===== src/rtl/ext_dispatch_pkg.sv =====
// Shared definitions for the extension dispatch controller: FSM state
// encoding, fault codes and the first custom-handler function number.
package ext_dispatch_pkg;

    typedef enum logic [1:0] {
        ST_IDLE  = 2'd0,
        ST_REQ   = 2'd1,
        ST_WB    = 2'd2,
        ST_FAULT = 2'd3
    } state_t;

    localparam logic [1:0] FAULT_NONE    = 2'b00;
    localparam logic [1:0] FAULT_ILLEGAL = 2'b01;
    localparam logic [1:0] FAULT_TIMEOUT = 2'b10;

    // Functions below this number go to the built-in unit; custom handler n
    // (n = 0..NUM_CUSTOM-1) owns function EXT_FUNC_CUSTOM_BASE + n.
    localparam int EXT_FUNC_CUSTOM_BASE = 7;

endpackage


===== src/rtl/ext_func_decoder.sv =====
// Combinational decode of an extension function number into a one-hot unit
// select and an illegal-function flag.
//   func    : extension function (4 bits)
//   sel     : one-hot unit select; bit 0 = built-in, bit n = custom n-1
//   illegal : func maps to no unit (sel is all zeros)
module ext_func_decoder
    import ext_dispatch_pkg::*;
#(
    parameter int NUM_CUSTOM    = 3,
    parameter int BUILTIN_FUNCS = EXT_FUNC_CUSTOM_BASE
) (
    input  logic [3:0]          func,
    output logic [NUM_CUSTOM:0] sel,
    output logic                illegal
);

    always_comb begin
        // NOTE: every output gets a default before any branch, so no path
        // leaves a value unassigned and no latch is inferred.
        sel = '0;
        if (int'(func) < BUILTIN_FUNCS) begin
            sel[0] = 1'b1;
        end
        for (int i = 0; i < NUM_CUSTOM; i++) begin
            if (int'(func) == BUILTIN_FUNCS + i) begin
                sel[i + 1] = 1'b1;
            end
        end
        illegal = (sel == '0);
    end

endmodule


===== src/rtl/extension_dispatch_controller.sv =====
// Sequences one extension instruction at a time from the core to the built-in
// unit or a custom handler over a req/ack handshake, stalls the core while
// busy, writes the result back and reports illegal functions and timeouts.
// Ports:
//   clk, rst                  : clock, synchronous active-high reset
//   issue_valid/ready/func/dst/opa/opb : instruction issue from the core
//   flush                     : abort the current instruction
//   unit_req/func/opa/opb     : one-hot request and latched operands to units
//   unit_ack, unit_result     : per-unit completion and packed results
//   wb_en/addr/data           : one-cycle register-file write
//   stall                     : hold the core pipeline (state != IDLE)
//   fault, fault_code         : fault pulse and sticky fault cause
//   ext_count                 : completed instructions, wraps at 0xFFFF
module extension_dispatch_controller
    import ext_dispatch_pkg::*;
#(
    parameter int NUM_CUSTOM    = 3,
    parameter int BUILTIN_FUNCS = EXT_FUNC_CUSTOM_BASE,
    parameter int TIMEOUT       = 15,
    parameter int DATA_W        = 8
) (
    input  logic                             clk,
    input  logic                             rst,
    input  logic                             issue_valid,
    output logic                             issue_ready,
    input  logic [3:0]                       issue_func,
    input  logic [2:0]                       issue_dst,
    input  logic [DATA_W-1:0]                issue_opa,
    input  logic [DATA_W-1:0]                issue_opb,
    input  logic                             flush,
    output logic [NUM_CUSTOM:0]              unit_req,
    output logic [3:0]                       unit_func,
    output logic [DATA_W-1:0]                unit_opa,
    output logic [DATA_W-1:0]                unit_opb,
    input  logic [NUM_CUSTOM:0]              unit_ack,
    input  logic [(NUM_CUSTOM+1)*DATA_W-1:0] unit_result,
    output logic                             wb_en,
    output logic [2:0]                       wb_addr,
    output logic [DATA_W-1:0]                wb_data,
    output logic                             stall,
    output logic                             fault,
    output logic [1:0]                       fault_code,
    output logic [15:0]                      ext_count
);

    state_t              state;
    logic [2:0]          dst_q;
    logic [7:0]          timer;
    logic [NUM_CUSTOM:0] dec_sel;
    logic                dec_illegal;
    logic                sel_ack;
    logic [DATA_W-1:0]   sel_result;

    ext_func_decoder #(
        .NUM_CUSTOM    (NUM_CUSTOM),
        .BUILTIN_FUNCS (BUILTIN_FUNCS)
    ) u_decoder (
        .func    (issue_func),
        .sel     (dec_sel),
        .illegal (dec_illegal)
    );

    // unit_req is one-hot while in REQ, so it masks out acks and results
    // from units that were not selected.
    assign sel_ack = |(unit_ack & unit_req);

    always_comb begin
        sel_result = '0;
        for (int n = 0; n <= NUM_CUSTOM; n++) begin
            if (unit_req[n]) begin
                sel_result = unit_result[n*DATA_W +: DATA_W];
            end
        end
    end

    // NOTE: all state below is updated with non-blocking assignments so every
    // register sees the pre-edge values of the others, matching the hardware.
    always_ff @(posedge clk) begin
        if (rst) begin
            state       <= ST_IDLE;
            issue_ready <= 1'b1;
            stall       <= 1'b0;
            unit_req    <= '0;
            unit_func   <= '0;
            unit_opa    <= '0;
            unit_opb    <= '0;
            dst_q       <= '0;
            timer       <= '0;
            wb_en       <= 1'b0;
            wb_addr     <= '0;
            wb_data     <= '0;
            fault       <= 1'b0;
            fault_code  <= FAULT_NONE;
            ext_count   <= '0;
        end else begin
            // wb_en and fault are single-cycle pulses.
            wb_en <= 1'b0;
            fault <= 1'b0;

            if (flush) begin
                // Abort from any state; fault_code keeps its last cause.
                state       <= ST_IDLE;
                issue_ready <= 1'b1;
                stall       <= 1'b0;
                unit_req    <= '0;
                timer       <= '0;
            end else begin
                case (state)
                    ST_IDLE: begin
                        if (issue_valid) begin
                            unit_func   <= issue_func;
                            unit_opa    <= issue_opa;
                            unit_opb    <= issue_opb;
                            dst_q       <= issue_dst;
                            timer       <= '0;
                            issue_ready <= 1'b0;
                            stall       <= 1'b1;
                            if (dec_illegal) begin
                                state      <= ST_FAULT;
                                fault      <= 1'b1;
                                fault_code <= FAULT_ILLEGAL;
                            end else begin
                                state    <= ST_REQ;
                                unit_req <= dec_sel;
                            end
                        end
                    end
                    ST_REQ: begin
                        // Ack is tested first so it wins over a coinciding timeout.
                        if (sel_ack) begin
                            state     <= ST_WB;
                            unit_req  <= '0;
                            timer     <= '0;
                            wb_en     <= 1'b1;
                            wb_addr   <= dst_q;
                            wb_data   <= sel_result;
                            ext_count <= ext_count + 16'd1;
                        end else if (timer == 8'(TIMEOUT - 1)) begin
                            state      <= ST_FAULT;
                            unit_req   <= '0;
                            timer      <= '0;
                            fault      <= 1'b1;
                            fault_code <= FAULT_TIMEOUT;
                        end else begin
                            timer <= timer + 8'd1;
                        end
                    end
                    ST_WB, ST_FAULT: begin
                        state       <= ST_IDLE;
                        issue_ready <= 1'b1;
                        stall       <= 1'b0;
                    end
                    default: begin
                        state       <= ST_IDLE;
                        issue_ready <= 1'b1;
                        stall       <= 1'b0;
                        unit_req    <= '0;
                    end
                endcase
            end
        end
    end

endmodule

===== config.mk =====
export PLATFORM = sky130hd
export DESIGN_NAME = extension_dispatch_controller
export DESIGN_NICKNAME = d
export VERILOG_FILES = /design/src/rtl/ext_dispatch_pkg.sv /design/src/rtl/ext_func_decoder.sv /design/src/rtl/extension_dispatch_controller.sv
export SDC_FILE = /design/constraint.sdc
export NUM_CORES = 1
export LEC_CHECK = 0
export BUFFER_PORTS_ARGS = -buffer_cell sky130_fd_sc_hd__buf_4
export CAP_MARGIN = 40
export CELL_PAD_IN_SITES_DETAIL_PLACEMENT = 1
export CELL_PAD_IN_SITES_GLOBAL_PLACEMENT = 1
export CORE_ASPECT_RATIO = 0.5
export CORE_MARGIN = 2
export CORE_UTILIZATION = 37
export DETAILED_ROUTE_END_ITERATION = 10
export PLACE_DENSITY = 0.93
export SYNTH_ARGS = -nofsm -noshare
export SYNTH_HDL_FRONTEND = slang
export SYNTH_SLANG_ARGS = --single-unit
export TNS_END_PERCENT = 20

===== constraint.sdc =====
create_clock -name clk -period 4.1 [get_ports clk]
set_input_delay 0 -clock clk [delete_from_list [all_inputs] [get_ports clk]]
set_output_delay 0 -clock clk [all_outputs]
set_load 0.05 [all_outputs]

# Word-level counts from Yosys, hierarchy flattened
# Index checks and enable logic that the tools add are counted.
[totals]
regBits = 70
inputBits = 63
out_inout_bits = 57
elab_cells = 86
[classes]
n_addsub = 2
magnitude_cmp = 1
eq_ne = 13
n_mux = 37
n_bitwise = 3
reduce_logical = 15
[ops]
columns = ["op", "n"]
rows = [
  ["$mux 8", 7],
  ["$add 16x1->16 const B", 1],
  ["$mux 2", 8],
  ["$mux 4", 4],
  ["$pmux 8 s2", 1],
  ["$eq 4x4->1 const B", 3],
  ["$mux 1", 11],
  ["$ne 2x2->1 const B", 5],
  ["$add 8x1->8 const B", 1],
  ["$eq 8x4->1 const B", 1],
  ["$pmux 4 s2", 1],
  ["$pmux 1 s2", 3],
  ["$pmux 2 s3", 1],
  ["$reduce_and 2->1", 3],
  ["$reduce_and 3->1", 2],
  ["$reduce_and 6->1", 1],
  ["$and 4x4->4", 1],
  ["$eq 2x2->1 const B", 2],
  ["$logic_not 4->1", 1],
  ["$lt 4x3->1 const B", 1],
  ["$pmux 2 s2", 1],
  ["$reduce_and 4->1", 1],
  ["$reduce_bool 2->1", 2],
  ["$reduce_or 2->1", 2],
  ["other kinds (6)", 7],
]

# Logic depth before layout (Yosys ltp)
# Gate-level depths: netlist (run 1).
[depth]
depth_word = 6
mapped_depth = 6
depth_no_buf = 6

# Modules after synthesis
# From an unflattened synthesis (run 1), not the netlist that was laid out.
[hier_totals]
hier_cells = 385
hier_area_um2 = 3153.0
[by_module_without_submodules]
columns = ["module", "instances", "cells_each", "area_each_um2", "seq_area_each_um2"]
rows = [
  ["extension_dispatch_controller", 1, 380, 3100.5, 1401.3],
  ["ext_func_decoder", 1, 5, 52.6, 0.0],
]

# Worst setup path before layout (run 1)
# Ideal clock, no wire load.
[synth_timing]
kind = "register to register"
start = "register unit_req[0]"
end = "register ext_count[15]"
setup_time_ns = 0.070
arrival_ns = 2.005
required_ns = 4.030
path_slack_ns = 2.025
path_stages_with_launch = 5
n_path_buf = 0
period_less_slack_ns = 2.075
path_cell_list = "dfxtp_1 a22oi_2 a2111o_1 or4_1 a21oi_1"
[synth_via]
elab_chain_cells = 3
[synth_lines]
columns = ["element", "line_no", "rtl"]
rows = [
  ["from (decl)", "extension_dispatch_controller.sv:31", "output logic [NUM_CUSTOM:0] unit_req,"],
  ["from (signal assigned)", "extension_dispatch_controller.sv:124", "unit_req <= dec_sel;"],
  ["$and 4x4->4", "extension_dispatch_controller.sv:65", "assign sel_ack = |(unit_ack & unit_req);"],
  ["$reduce_or 4->1", "extension_dispatch_controller.sv:65", ""],
  ["$reduce_and 3->1 (no source line)", "n/a", ""],
  ["to (signal assigned)", "extension_dispatch_controller.sv:137", "ext_count <= ext_count + 16'd1;"],
  ["to (decl)", "extension_dispatch_controller.sv:43", "output logic [15:0] ext_count"],
]
# No other way between the ends.
# A chain may end at the register's enable or synchronous reset.

# Final worst setup path (run 1)
[layout_timing]
start = "register state[0]"
end = "register ext_count[5]"
[layout_via]
elab_chain_cells = 2
[layout_lines]
columns = ["element", "line_no", "rtl"]
rows = [
  ["from (decl)", "extension_dispatch_controller.sv:46", "state_t state;"],
  ["from (signal assigned)", "extension_dispatch_controller.sv:80", "state <= ST_IDLE;"],
  ["from (signal assigned)", "extension_dispatch_controller.sv:102", "state <= ST_IDLE;"],
  ["from (signal assigned)", "extension_dispatch_controller.sv:119", "state <= ST_FAULT;"],
  ["$eq 2x1->1", "extension_dispatch_controller.sv:108", "case (state)"],
  ["$reduce_and 3->1 (no source line)", "n/a", ""],
]
# No other way between the ends.

==> results of run 1 <==
layout by cell type, fill, tap and decap left out, types with 8 or more instances in the layout:
master,instances
buf_4,120
nand2_1,70
dfxtp_1,70
a21oi_1,46
nor2_1,26
dlygate4sd3_1,23
o21ai_0,11
o22ai_1,10
clkbuf_16,9
a22oi_1,8
a211o_1,8
routing by layer:
metal	global-route usage, %	share of wire (%)	routed length (um)
met1	31.9	39	5290
met3	7.93	5.2	708
met2	55.3	50	6770
met5	0	0	0
met4	22.0	6.1	824
layout make-up:
cell class	count	area, um^2	area share, %
Sequential cell	70	1400	30.6
Tap cell	112	140	3.06
Clock inverter	4	70.1	1.53
Antenna cell	1	2.50	0.0547
Timing Repair Buffer	145	1160	25.3
Multi-Input combinational cell	266	1520	33.3
Inverter	8	30.0	0.656
Clock buffer	11	253	5.52
repair_timing:
item                                    4_1_cts  5_1_grt
endpoints found under the setup margin        0        0
setup buffers                                 0        0
hold buffers                                 23        0
endpoints found under the hold margin        25        0
per-stage QoR:
stage,setup slack [ps],area (um^2),total power [mW],instances
detailed placement,2000,4020,0.904,578
global placement,2100,4000,0.895,576
finish,1660,4580,1.79,617
floorplan,2020,3020,0.814,361
CTS,1890,4570,1.78,616
global route,1660,4570,1.85,616
worst min-delay path: cells and delay by family:
kind,cells,cell delay [ps]
buffers and inverters,1,110
AOI/OAI and AO/OA,3,280
cells by family after synthesis:
logic type      after synthesis  share of synthesized area [%]
simple gates                142                           22.2
flops                        70                           46.3
compound gates              106                           22.3
buf+inv                      25                           3.43
fa+ha+maj                     3                           1.24
mux                           4                           1.32
xor+xnor                     11                           3.19
final timing paths:
kind                            slack, ps                   endpoint  cells past startpoint                startpoint
worst max register to register       1660  ext_count[5]$_SDFFE_PP0P_                      5     state[0]$_SDFFE_PP0P_
worst min-delay path                  120    wb_data[3]$_SDFFE_PP0P_                      4           unit_result[19]
worst max-delay path                 1660  ext_count[5]$_SDFFE_PP0P_                      5     state[0]$_SDFFE_PP0P_
worst min register to register        460   unit_opb[5]$_SDFFE_PP0P_                      2  unit_opb[5]$_SDFFE_PP0P_
power breakdown:
part | leakage, nW | internal, mW | switching [mW]
sequential | 0.567 | 0.695 | 0.0143
clock | 0.161 | 0.561 | 0.310
combinational | 1.12 | 0.0890 | 0.126
total | 1.85 | 1.34 | 0.450
flip-flops by register name, summed over array words and instances, names as in the netlist, 4 cells and up:
name,flops
ext_count,16
timer,8
unit_opa,8
unit_opb,8
wb_data,8
unit_func,4
unit_req,4
==> impl_metrics.ini, run 1 <==
[hold_path]
hold_path_class = in -> reg

[critical_path]
critical-path-top-delay-family = simple AND/OR/NAND/NOR gates
startpoint_class_of_the_critical_path = register
critical_path_class = reg -> reg
max_stage_delay_ps = 610
worstPathRequired_ps = 4360
critical-path-slowest-cell = dfxtp_1
cp_arrival_ps = 2700
cp-end-kind = register
crit_chain = nor3b_1, o21ai_2, buf_6, or4_1, a21oi_1
critPathMaxFanout = 15
worstPathBufferInverterCount = 1

[sta]
max_slew.worst_pin.slew_ps = 809
maxSlewHeadroom_pct = 45.8
final.setup_skew_ps = 9.92
timing_max_transition_violations_final = 0
grt_setup_unrepaired = false
clock.fmax_mhz = 410
tns_ps = 0
final_hold_viol_count = 0
layout_min_cycle_time_ps = 2440
final.period_utilization_pct = 59.4
setup-violations-final = 0
finalHoldWorstSlack_ps = 115

[global_route]
grt_pass1_wl_mm = 20.7
grt_usage_pct = 30.3
number_of_antenna_violations_at_the_first_check_in_global_routing = 0
globalRoute.totalOverflow = 0
first_global_vias = 3764
grt_start_max_net_pins = 57

[power_and_ir_drop]
powerDensity_nw_per_um2 = 392
p_leak_nw = 1.85
ir_worst_vdd_mv = 0.299

[die]
num_rows = 23
initial_utilization_pct = 37.9
boundaryPins = 120
die_wd_um = 132
chipHeight_um = 67.9
die_area_um2 = 8960
core_area_um2 = 7970

[clock_tree]
post_cts.resized_instances = 0
clock_insertion_delay_worst_skew_ps = 340
tritoncts_num_sinks = 70
cts-root-buf = clkbuf_16
htree_levels = 3
cts.path.max_buffers = 2
worst_setup_hold_path_clk_slew_ps = 60
cts_made_buffers = 9
cts_tree = done

[layout]
design.final.nets = 566
area_growth_pct = 51.3
final.fill_count = 911
share_of_final_layout_standard_cells_stronger_than_drive_strength_1_pct = 29.6
finalCoreUtilization_pct = 57.4

[detailed_routing]
final_wirelength_mm = 13.6
drt_first_iter_violations = 248
firstDrtPassIters = 5
routed-via-count = 3542
route.detailed.drc = 0
routed_wire_length_per_instance_um = 22.0
via_per_inst = 5.74
detail-route-antenna-nets = 0

[place]
port_buffers = 119
routabilityCongestion = 0.824
post-dp-hpwl_mm = 7.42

[logic_synthesis]
number_of_nets_produced_by_synthesis = 427
synth.avg_cell_area_um2 = 8.38
synthCells = 361
post-synth-top-area-cell = dfxtp_1
post_synth_edffs = 0
synthesis.yosys.warnings = 0
async_flop_share_pct = 0
synth_flop_cell = dfxtp_1
post_synth_top_area_share_pct = 46.3
synthesis.area_um2 = 3020
sequential_element_share_of_the_synthesized_area_pct = 46.3
synth.area.top_cells = dfxtp_1, nand2_1, a21oi_1
synth-seq-cells = 70
netlist-cell-type-count = 49
synth.cells.most_frequent = dfxtp_1, nand2_1, a21oi_1

[flow_run]
number_of_max_cap_violations = 0

[status]
status = finished, final reports clean
Power figures use the tool's default switching activity.
==> inputs of run 2 (changes only) <==
Settings changed: CORE_UTILIZATION 37 to 31, PLACE_DENSITY 0.93 to 0.84.
Clock period 4.1 ns to 2.2 ns, I/O delays scaled along.
==> impl_metrics.ini, run 2 (synthesis results as in run 1) <==
[sta]
layout_min_cycle_time_ps = 1920
tns_ps = 0
final.period_utilization_pct = 87.4
final.setup_skew_ps = 5.56
maxSlewHeadroom_pct = 58.4
final_hold_viol_count = 0
setup-violations-final = 0
grt_setup_unrepaired = false
fin_ws_ps = 277
clock.fmax_mhz = 520
max_slew.worst_pin.slew_ps = 623
timing_max_transition_violations_final = 0

[global_route]
globalRoute.totalOverflow = 0
grt_start_max_net_pins = 57
grt_pass1_wl_mm = 16.5
number_of_antenna_violations_at_the_first_check_in_global_routing = 0
first_global_vias = 3337
grt_usage_pct = 19.9

[detailed_routing]
route.top_layer_used = met4
wl_met3_um = 357
detail-route-antenna-nets = 0
route.detailed.drc = 0
routed-via-count = 3255
via_per_inst = 5.05
firstDrtPassIters = 4
routed-wl-met2_mm = 5.50
route.layer.met1.wl_mm = 4.51
routed_wire_length_per_instance_um = 16.5
final_wirelength_mm = 10.6
drt_first_iter_violations = 161

[critical_path]
startpoint_class_of_the_critical_path = register
rrSetupSlack_ps = 280
cp-end-kind = register
cp_arrival_ps = 2170
worstPathRequired_ps = 2450
critical_path_class = reg -> reg
critPathMaxFanout = 11

[clock_tree]
cts-root-buf = clkbuf_16
postCtsSetupBuffers = 0
clock_insertion_delay_worst_skew_ps = 330
htree_levels = 3
cts.path.max_buffers = 2
cts_made_buffers = 9
cts_tree = done
worst_setup_hold_path_clk_slew_ps = 60
tritoncts_num_sinks = 70

[layout]
final.fill_count = 1135
mostFrequentLayoutCells = buf_4, nand2_1, dfxtp_1
ff_latch_area_um2 = 1400
footprint_of_the_multi_input_gates_um2 = 1520
largest_reg_flops = 16
top_register = ext_count
area_growth_pct = 50.8
insertedDiodeCount = 0
final_common_cell = buf_4
design.final.nets = 570
share_of_final_layout_standard_cells_stronger_than_drive_strength_1_pct = 29.3
finalCoreUtilization_pct = 48.1

[die]
core_area_um2 = 9480
num_rows = 25
die_area_um2 = 10600
chipHeight_um = 73.8
die_wd_um = 144
boundaryPins = 120
initial_utilization_pct = 31.9

[power_and_ir_drop]
ir_worst_vdd_mv = 0.476
powerDensity_nw_per_um2 = 659
p_leak_nw = 1.83

[status]
status = finished, final reports clean

[place]
port_buffers = 119
post-dp-hpwl_mm = 7.06
routabilityCongestion = 0.812
place_ws_ps = 294

[hold_path]
hold_path_class = in -> reg

[flow_run]
number_of_max_cap_violations = 0
## run 2: final timing paths
kind / depth (start not counted) / from / end
max: 4 / state[0]$_SDFFE_PP0P_ / ext_count[15]$_SDFFE_PP0P_
max reg2reg: 4 / state[0]$_SDFFE_PP0P_ / ext_count[15]$_SDFFE_PP0P_
min: 3 / flush / state[0]$_SDFFE_PP0P_
min reg2reg: 2 / issue_ready$_SDFFE_PP1P_ / issue_ready$_SDFFE_PP1P_
## run 2: repair_timing
action | in CTS | in global routing
hold buffers | 23 | 0
hold endpoints to repair | 25 | 0
resized for setup | 0 | 0
## run 2: where the power goes
part	switching [mW]	total (mW)	internal (mW)
logic	0.213	0.379	0.167
clock network	0.516	1.31	0.794
registers	0.0202	1.32	1.30
## run 2: worst max-delay path, stage by stage, from the launching register on
cell       delay, ps
dfxtp_1          550
nand4bb_4        140
a2111o_1         480
or4_1            510
a21oi_1          150
## run 2: metal layers
layer  global-route usage (%)  up-vias
met5                        0        -
met4                     8.71        0
met3                     4.82       18
met2                     35.8       71
met1                     22.9     1598
li1                         -     1568
## run 2: cell type report
class                   instances  area share (%)
clock buffers                  15            5.65
clock inverters                 1           0.110
flip-flops and latches         70            30.7
well taps                     135            3.70
multi-input cells             266            33.4
repair buffers                149            25.8
inverters                       8           0.658
## run 2: per-stage QoR
step	total power [mW]	hold WS [ps]	instance area, um^2	std cells
2_1_floorplan	1.52	114	3020	361
3_3_place_gp	1.68	248	4070	605
3_5_place_dp	1.68	257	4070	605
4_1_cts	3.03	78.5	4560	644
5_1_grt	3.12	103	4560	644
6_report	3.01	94.1	4560	644
==> inputs of run 3 (changes only) <==
Settings changed: CAP_MARGIN 40 to default, CORE_ASPECT_RATIO 0.5 to 1.25.
==> impl_metrics.ini, run 3 (synthesis results as in run 1) <==
[clock_tree]
cts.path.max_buffers = 2
worst_setup_hold_path_clk_slew_ps = 60
cts-root-buf = clkbuf_16
htree_levels = 3
clock_insertion_delay_worst_skew_ps = 330
tritoncts_num_sinks = 70
cts_made_buffers = 9
cts_tree = done

[detailed_routing]
final_wirelength_mm = 10.1
via_per_inst = 5.07
route.detailed.drc = 0
routed_wire_length_per_instance_um = 16.0
firstDrtPassIters = 4
routed-via-count = 3213
drt_first_iter_violations = 115
detail-route-antenna-nets = 0

[layout]
final_common_cell = buf_4
area_growth_pct = 51.5
share_of_final_layout_standard_cells_stronger_than_drive_strength_1_pct = 29.9
footprint_of_the_multi_input_gates_um2 = 1520
ff_latch_area_um2 = 1400
largest_reg_flops = 16
final.fill_count = 1137
number_of_standard_cells_in_the_layout_taps_in_and_fillers_out = 634
design.final.nets = 569
mostFrequentLayoutCells = buf_4, nand2_1, dfxtp_1
top_register = ext_count
insertedDiodeCount = 0

[critical_path]
rr_endpoint = ext_count[11]$_SDFFE_PP0P_
critPathMaxFanout = 11
critical-path-slowest-cell = dfxtp_1
cp-end-kind = register
startpoint_class_of_the_critical_path = register
max_stage_delay_ps = 550
crit_chain = nand4bb_4, a2111o_1, or3_2, a21oi_1
cp_arrival_ps = 2170
critical-path-top-delay-family = simple AND/OR/NAND/NOR gates
r2r_cells = 4
rrSetupSlack_ps = 290
origin_of_the_worst_setup_path = state[0]$_SDFFE_PP0P_
critical_path_class = reg -> reg
setup.worst_path.end = ext_count[11]$_SDFFE_PP0P_
worstPathRequired_ps = 2460
cp_num_cells = 4
regToRegStartpoint = state[0]$_SDFFE_PP0P_
worstPathBufferInverterCount = 0

[sta]
tns_ps = 0
timing_max_transition_violations_final = 0
clock.fmax_mhz = 525
final.period_utilization_pct = 86.6
final.setup_skew_ps = 5.79
layout_min_cycle_time_ps = 1910
maxSlewHeadroom_pct = 52.5
grt_setup_unrepaired = false
max_slew.worst_pin.slew_ps = 709
fin_ws_ps = 294
final_hold_viol_count = 0
setup-violations-final = 0

[place]
routabilityCongestion = 0.799
port_buffers = 119
placed_cells = 595
post-dp-hpwl_mm = 6.90
place_ws_ps = 299

[global_route]
grt_start_max_net_pins = 57
number_of_antenna_violations_at_the_first_check_in_global_routing = 0
grt_usage_pct = 19.5
grt_pass1_wl_mm = 16.4
globalRoute.totalOverflow = 0
first_global_vias = 3391

[die]
initial_utilization_pct = 31.6
chipHeight_um = 114
boundaryPins = 120
die_wd_um = 92.3
die_area_um2 = 10600
core_area_um2 = 9560
num_rows = 40

[power_and_ir_drop]
p_leak_nw = 1.85
ir_worst_vdd_mv = 0.396
powerDensity_nw_per_um2 = 687

[hold_path]
hold_path_class = in -> reg

[flow_run]
number_of_max_cap_violations = 0

[status]
status = finished, final reports clean
## run 3: worst min-delay path by stage
stage / start / endpoint / slack [ps] / depth (start not counted)
after CTS: flush / state[0]$_SDFFE_PP0P_ / 80 / 3
after global routing: unit_result[19] / wb_data[3]$_SDFFE_PP0P_ / 110 / 4
final: unit_result[23] / wb_data[7]$_SDFFE_PP0P_ / 90 / 4
after global placement: issue_func[0] / unit_req[2]$_SDFFE_PP0P_ / 240 / 2
after detailed placement: issue_func[0] / unit_req[2]$_SDFFE_PP0P_ / 250 / 2
after floorplan: issue_func[0] / unit_req[2]$_SDFFE_PP0P_ / 110 / 1
## run 3: worst register-to-register path: stages (launching register included)
cell	delay, ps
dfxtp_1	550
nand4bb_4	140
a2111o_1	480
or3_2	500
a21oi_1	160
## run 3: area by class of cell
type,instances,share of cell area [%]
Multi-Input combinational cell,266,33.2
Clock buffer,12,5.60
Tap cell,126,3.44
Clock inverter,4,0.983
Timing Repair Buffer,148,25.5
Inverter,8,0.655
Sequential cell,70,30.6
## run 3: layer usage
layer	track usage [%]	up-vias	part of all wire, %
li1	-	1568	-
met1	21.7	1531	41
met2	35.2	93	52
met3	4.34	21	4.8
met4	9.15	0	2.6
met5	0	-	0
## run 3: repair_timing
item / CTS / global route
hold buffers: 23 / 0
setup buffers: 0 / 0
hold endpoints to repair: 25 / 0
resized for setup: 0 / 0
## run 3: power by group
group          switching, mW  internal [mW]
Sequential            0.0210           1.30
Clock                  0.522          0.933
Combinational          0.210          0.166
## run 3: per-stage QoR
| step | utilization [%] | hold WS (ps) | total power [mW] | cell area, um^2 |
|---|---|---|---|---|
| 2_1_floorplan | - | 114 | 1.52 | 3020 |
| 3_3_place_gp | 42.4 | 239 | 1.67 | 4050 |
| 3_5_place_dp | 42.4 | 245 | 1.68 | 4050 |
| 4_1_cts | 47.9 | 76.4 | 3.18 | 4580 |
| 5_1_grt | 47.9 | 105 | 3.28 | 4580 |
| 6_report | 47.9 | 88.0 | 3.15 | 4580 |
